===== config.mk =====
export PLATFORM = sky130hd
export DESIGN_NAME = dp_sequencer
export DESIGN_NICKNAME = d
export VERILOG_FILES = /design/src/rtl/dp_sequencer.sv
export SDC_FILE = /design/constraint.sdc
export NUM_CORES = 1
export LEC_CHECK = 0
export ABC_AREA = 1
export CAP_MARGIN = 5
export CORE_MARGIN = 3
export CORE_UTILIZATION = 49
export CTS_BUF_LIST = sky130_fd_sc_hd__clkbuf_4 sky130_fd_sc_hd__clkbuf_8 sky130_fd_sc_hd__clkbuf_16
export CTS_CLUSTER_SIZE = 30
export DETAILED_ROUTE_END_ITERATION = 7
export PLACE_DENSITY = 0.85
export RECOVER_POWER = 100
export SLEW_MARGIN = 10
export SYNTH_ARGS = -nofsm -noshare
export SYNTH_HDL_FRONTEND = slang
export SYNTH_SLANG_ARGS = --single-unit

===== constraint.sdc =====
create_clock -name clk -period 3.5 [get_ports clk]
set_clock_uncertainty 0.05 [all_clocks]
set_input_delay 0.7 -clock clk [delete_from_list [all_inputs] [get_ports clk]]
set_output_delay 0.7 -clock clk [all_outputs]
set_load 0.005 [all_outputs]

===== src/rtl/dp_sequencer.sv =====
// Job sequencer for a 2:4 sparse PE: loads the partial sum, steps activation pairs
// through the two execute phases, then hands the settled psum to a valid/ready result port.
//
// state | meaning
// IDLE  | waiting for start; remaining latched on accept
// LOAD  | PE captures psum_in (load + execute)
// EXEC0 | first half of a pair (a_select=0); execute follows act_valid
// EXEC1 | second half of a pair (a_select=1); pair consumed, remaining--
// DRAIN | PE controls idle so psum settles after the last gated edge
// DONE  | result_valid held until result_ready
module dp_sequencer #(
   parameter int psum_bw = 20,
   parameter int len_bw  = 4
) (
   input  logic               clk,
   input  logic               reset,
   input  logic               start,
   input  logic [len_bw-1:0]  job_len,
   input  logic               abort,
   input  logic               act_valid,
   output logic               act_ready,
   input  logic [psum_bw-1:0] pe_psum,
   output logic               pe_load,
   output logic               pe_execute,
   output logic               pe_a_select,
   output logic               pe_reset,
   output logic               busy,
   output logic               result_valid,
   output logic [psum_bw-1:0] result_data,
   input  logic               result_ready,
   output logic [15:0]        jobs_done
);

   typedef enum logic [2:0] {IDLE, LOAD, EXEC0, EXEC1, DRAIN, DONE} state_t;

   state_t            state;
   state_t            state_nxt;
   logic [len_bw-1:0] remaining;
   logic              exec_q;
   logic              abort_hit;

   assign abort_hit = abort && (state != IDLE);

   always_comb begin
      state_nxt = state;
      case (state)
         IDLE:    if (start) state_nxt = LOAD;
         LOAD:    state_nxt = (remaining == '0) ? DRAIN : EXEC0;
         EXEC0:   if (act_valid) state_nxt = EXEC1;
         EXEC1:   state_nxt = (remaining == len_bw'(1)) ? DRAIN : EXEC0;
         DRAIN:   state_nxt = DONE;
         DONE:    if (result_ready) state_nxt = IDLE;
         default: state_nxt = IDLE;
      endcase
      if (abort_hit) state_nxt = IDLE;
   end

   // Outputs are decoded from the next state so they line up with the state register.
   always_ff @(posedge clk) begin
      if (!reset) begin
         state        <= IDLE;
         remaining    <= '0;
         jobs_done    <= '0;
         result_data  <= '0;
         result_valid <= 1'b0;
         act_ready    <= 1'b0;
         pe_load      <= 1'b0;
         exec_q       <= 1'b0;
         pe_a_select  <= 1'b0;
         busy         <= 1'b0;
         pe_reset     <= 1'b1;
      end else begin
         state        <= state_nxt;
         pe_load      <= (state_nxt == LOAD);
         exec_q       <= (state_nxt == LOAD) || (state_nxt == EXEC1);
         pe_a_select  <= (state_nxt == EXEC1);
         act_ready    <= (state_nxt == EXEC1);
         busy         <= (state_nxt != IDLE);
         result_valid <= (state_nxt == DONE);
         pe_reset     <= abort_hit;
         if (state == IDLE && start)
            remaining <= job_len;
         else if (state == EXEC1 && !abort_hit)
            remaining <= remaining - len_bw'(1);
         if (state == DRAIN && !abort_hit)
            result_data <= pe_psum;
         if (state == DONE && result_ready && !abort_hit)
            jobs_done <= jobs_done + 16'd1;
      end
   end

   // The EXEC0 execute strobe follows act_valid directly so a stalled pair never clocks the PE.
   assign pe_execute = exec_q || ((state == EXEC0) && act_valid);

endmodule


==> qor.yml, run 1 <==
clock_network:
  cts_sinks: 49
  htreeDepth: 2
  cts_hold_buf: 0
  tritoncts: "built"
  cts_resized: 0
  cts_buffer_depth: 2
  cts_root_buf: "clkbuf_8"
  insertion_delay_ns: 0.31
  post_cts_buffers: 0
  clk_pin_slew_worst_paths_ns: 0.08
  numCtsBuffers: 5
status:
  status: "finished, final reports clean"
place:
  gp_congestion: 0.9174
  dp_slack_ns: 0.9247
  dpl.hpwl_mm: 3.704
  port_buffers: 72
worst_setup_path:
  cp.arrival_ns: 2.87
  startpoint_type: "input pin"
  crit_fanout: 40
  end_kind: "register"
  crit_type: "input pin to register"
  reg2reg_setup_slack_ns: 1.40
  required_ns: 3.68
synthesis:
  synth_nets: 340
  async_flop_share: 0
  yosysMostFrequentCell: "dfxtp_1"
  yosysWarnings: 0
  syn_area_um2: 2202
  synth_area_per_cell_um2: 7.196
  synth_top_area_share: 0.4455
  synth.largest_area_cell: "dfxtp_1"
  yosys-top-cells-area: "dfxtp_1 (45%), nand2_1 (8.2%), a21oi_1 (7.7%), inv_1 (7.5%), o21ai_0 (6.8%)"
  synth_common_cells: "dfxtp_1 (49), nand2_1 (48), inv_1 (44)"
  ys_types: 26
  synth-main-ff-cell: "dfxtp_1"
  synth_seq_cells: 49
  seq_area_frac_synth: 0.4455
  synth_edf_count: 0
  netlist_instances: 306
sta:
  rsz0062_at_grt: "no"
  hold_viol_final: 0
  setup_tns_ns: 0
  final_max_slew_viol_count: 0
  period_needed_ns: 2.689
  fin_crit_sh: 0.7683
  setup_violations: 0
  setup_slack_ns: 0.8108
  fmax_mhz: 371.9
  timing.slew.headroom: 0.1197
  holdWs_ns: 0.3956
  worstMarginPinSlew_ns: 1.320
drt:
  antenna_left: 0
  route.detailed.drc: 0
  routed_wl_mm: 5.089
  drt_pre_antenna_iters: 4
  dr_wl_met2_mm: 2.295
  drt-met1-wl_mm: 2.237
  vias: 2181
  routed.top_layer: "met4"
  wl_met3_um: 484
  vias_per_cell: 5.108
  drt_first_iter_violations: 93
  wl_per_cell_um: 11.92
finish:
  post-route-util: 0.7340
  nets: 410
  drive_above_1_share: 0.05040
  area_growth_syn_to_layout_pct: 39.09
  n_antenna_cell: 0
  nFillCells: 345
power_and_ir_drop:
  power.density_nw_per_um2: 522.3
  power_mw: 1.600
  ir_drop_mv: 0.4400
  power_leakage_nw: 1.309
global_route:
  grt_pass1_vias: 2197
  grt_util_all_layers: 0.2090
  antenna_found_initial: 0
  grt_pass1_wl_mm: 8.880
  grt_overflow: 0
  grt_max_degree: 41
floorplan:
  core_area_um2: 4173
  die_w_um: 73.04
  rows: 23
  fp.dieArea_um2: 5335
  pin_count: 73
  start_util: 0.5277
  die_h_um: 73.04
worst_hold_path:
  hold_class: "register to register"
job:
  maxCapViolations: 0
[metrics by stage]
stage | instances | cell area, µm²
2_1_floorplan | 306 | 2202
3_3_place_gp | 419 | 2940
3_5_place_dp | 419 | 2940
4_1_cts | 427 | 3074
5_1_grt | 427 | 3063
6_report | 427 | 3063
[layout make-up]
cell class / instances / area [µm²] / area share
clock buffer: 5 / 68.82 / 0.02247
clock inverter: 3 / 65.06 / 0.02124
inverter: 46 / 172.7 / 0.05637
multi-input combinational: 200 / 984.7 / 0.3215
sequential: 49 / 980.9 / 0.3203
tap: 50 / 62.56 / 0.02042
timing repair buffer: 74 / 728.2 / 0.2377
[critical path, stage by stage]
cell and delay (ns):
dlygate4sd3_1 0.64, inv_1 0.09, nand3_1 0.10, clkbuf_1 0.97, o21ai_0 0.21, a21oi_1 0.16
[placed cells by master (no fill, tap or decap)]
| cell | count |
|---|---|
| o21ai_0 | 30 |
| clkbuf_1 | 2 |
| nor3b_1 | 3 |
| a21oi_1 | 35 |
| nor2_1 | 33 |
| xnor2_1 | 1 |
| inv_1 | 44 |
| clkbuf_8 | 5 |
| nor3_1 | 9 |
| or2_2 | 1 |
| clkinv_2 | 1 |
| clkdlybuf4s50_1 | 26 |
| dlygate4sd3_1 | 46 |
| nand2_4 | 2 |
| nand2_2 | 1 |
| dfxtp_1 | 49 |
| nand4_1 | 2 |
| nand3_1 | 22 |
| xor2_1 | 2 |
| o21ai_1 | 1 |
| nor2_2 | 3 |
| bufinv_16 | 2 |
| nand2_1 | 48 |
| o211ai_1 | 1 |
| nor2_4 | 2 |
| ha_1 | 4 |
| inv_2 | 2 |
[state kept, by name, summed over array words and instances (netlist names)]
name	flops
state	3
exec_q	1
jobs_done	16
result_valid	1
pe_reset	1
pe_a_select	1
busy	1
remaining	4
pe_load	1
result_data	20
[per-layer routing]
layer | vias up | global-route usage
li1 | 1120 | -
met1 | 988 | 0.2336
met2 | 67 | 0.3486
met3 | 6 | 0.09091
met4 | 0 | 0.07992
met5 | - | 0
[path summary, 6_finish.rpt]
path         depth (start not counted)                           to                   startpoint
max                                  6  result_data[1]$_SDFFE_PN0P_                        abort
min                                  2  result_data[5]$_SDFFE_PN0P_  result_data[5]$_SDFFE_PN0P_
max reg2reg                          5  result_data[1]$_SDFFE_PN0P_          state[1]$_SDFF_PN0_
min reg2reg                          2  result_data[5]$_SDFFE_PN0P_  result_data[5]$_SDFFE_PN0P_
[cell families after synthesis]
kind of cell | synth area share
AND/OR/NAND/NOR | 0.2591
AO/OA/AOI/OAI | 0.1551
buffers and inverters | 0.1057
flip-flops | 0.4455
adder cells (fa/ha/maj) | 0.02273
XOR/XNOR | 0.01193
[power breakdown]
part           total (mW)  switching [mW]  leakage (nW)  internal (mW)
Sequential          0.686          0.0524         0.397          0.633
Combinational       0.436           0.238         0.844          0.199
Clock               0.478           0.194        0.0681          0.284
Total                1.60           0.484          1.31           1.12
Power figures use the tool's default switching activity.
==> inputs of run 2 (changes only) <==
Settings changed: CORE_UTILIZATION 49 to 45, PLACE_DENSITY 0.85 to 0.79.
Clock period 3.5 ns to 2.6 ns, I/O delays scaled along.
==> qor.yml, run 2 (synthesized netlist as in run 1, its figures left out) <==
finish:
  final_cell_mix: "nand2_1 (49), dfxtp_1 (49), dlygate4sd3_1 (46)"
  multi_input_area_um2: 974.7
  nets: 412
  n_antenna_cell: 0
  area.sequential_um2: 980.9
  nFillCells: 411
  post-route-util: 0.6719
  top_register: "result_data"
  area_growth_syn_to_layout_pct: 38.35
  drive_above_1_share: 0.04749
  largest_reg_flops: 20
  largest_registers: "result_data x20, jobs_done x16, remaining x4"
floorplan:
  pin_count: 73
  start_util: 0.4857
  die_h_um: 75.96
  core_area_um2: 4534
  die_w_um: 75.96
  fp.dieArea_um2: 5769
  rows: 24
global_route:
  antenna_found_initial: 0
  grt_pass1_vias: 2082
  grt_util_all_layers: 0.1858
  grt_overflow: 0
  grt_pass1_wl_mm: 8.894
  grt_max_degree: 41
power_and_ir_drop:
  power_leakage_nw: 1.294
  clkPwrFrac: 0.243
  ir_drop_mv: 0.4883
  power_frac_comb: 0.293
  sw_frac_of_total: 0.3252
  seq_power_share: 0.464
  power_switching_mw: 0.6463
  internal_power_mw: 1.341
  power.density_nw_per_um2: 652.2
drt:
  drt_first_iter_violations: 85
  wl_per_cell_um: 11.45
  vias_per_cell: 4.854
  routed_wl_mm: 5.085
  drt_pre_antenna_iters: 4
  route.detailed.drc: 0
  antenna_left: 0
  vias: 2155
sta:
  timing.slew.headroom: 0.5751
  final_max_slew_viol_count: 0
  fmax_mhz: 433.9
  rsz0062_at_grt: "no"
  setup_tns_ns: 0
  period_needed_ns: 2.305
  worstMarginPinSlew_ns: 0.6373
  fin_crit_sh: 0.8865
  hold_viol_final: 0
  setup_violations: 0
clock_network:
  cts_sinks: 49
  htreeDepth: 2
  cts_buffer_depth: 2
  post_cts_buffers: 0
  insertion_delay_ns: 0.30
  tritoncts: "built"
  clk_pin_slew_worst_paths_ns: 0.09
  cts_resized: 0
  cts_hold_buf: 0
  cts_root_buf: "clkbuf_8"
  numCtsBuffers: 5
worst_setup_path:
  critPathSlowestCell: "dlygate4sd3_1"
  crit_type: "register to output port"
  worstRegToRegCells: 7
  crit_fanout: 5
  startpoint_type: "register"
  required_ns: 2.03
  slowest_delay_ns: 0.57
  crit_chain: "inv_2 > nor2_1 > nand3_1 > nand2_1 > dlygate4sd3_1"
  end_kind: "output port"
  cp.arrival_ns: 1.73
worst_hold_path:
  min_delay_path_depth: 2
  hold_class: "register to register"
job:
  maxCapViolations: 0
place:
  dpl.hpwl_mm: 3.878
  gp_congestion: 0.9014
  port_buffers: 72
status:
  status: "finished, final reports clean"
[run 2: metal layers]
layer  routed length [µm]  track usage  share of wire  vias up
met5                    0            0              0        -
li1                     -            -              -     1118
met1                 2179       0.2061           0.43      960
met2                 2334       0.3094           0.46       71
met3                  490      0.08175          0.096        6
met4                   80      0.07971          0.016        0
[run 2: power by group through the flow]
stage | Sequential, mW | Combinational (mW) | Clock [mW]
finish | 0.922 | 0.582 | 0.483
global placement | 0.939 | 0.606 | 0
global route | 0.939 | 0.661 | 0.528
CTS | 0.926 | 0.627 | 0.498
detailed placement | 0.942 | 0.621 | 0
floorplan | 0.932 | 0.375 | 0
[run 2: metrics by stage]
step	hold slack [ns]	power (mW)	std cells	worst slack [ns]	area, µm²
2_1_floorplan	0.3896	1.307	306	1.201	2202
3_3_place_gp	0.3786	1.545	436	0.4071	2974
3_5_place_dp	0.3861	1.563	436	0.3848	2974
4_1_cts	0.3997	2.051	444	0.3617	3074
5_1_grt	0.4214	2.128	444	0.1930	3047
6_report	0.3942	1.987	444	0.2951	3047
[run 2: cell type report]
type / count / share of cell area
flip-flops and latches: 49 / 0.3220
multi-input cells: 200 / 0.3199
repair buffers: 76 / 0.2419
inverters: 46 / 0.05667
clock buffers: 6 / 0.02710
well taps: 65 / 0.02669
clock inverters: 2 / 0.005749
[run 2: worst paths after layout]
check                           slack (ns)                      endpoint                          from
worst max-delay path                  0.30                    pe_execute           state[1]$_SDFF_PN0_
worst min-delay path                  0.39  result_data[18]$_SDFFE_PN0P_  result_data[18]$_SDFFE_PN0P_
worst max register to register        0.78    jobs_done[15]$_SDFFE_PN0P_           state[2]$_SDFF_PN0_
worst min register to register        0.39  result_data[18]$_SDFFE_PN0P_  result_data[18]$_SDFFE_PN0P_
[run 2: critical path: cells and delay by family, from the launching register on]
family,cells,cell delay (ns)
buffers and inverters,2,0.66
DFF,1,0.44
and+or+nand+nor,3,0.34
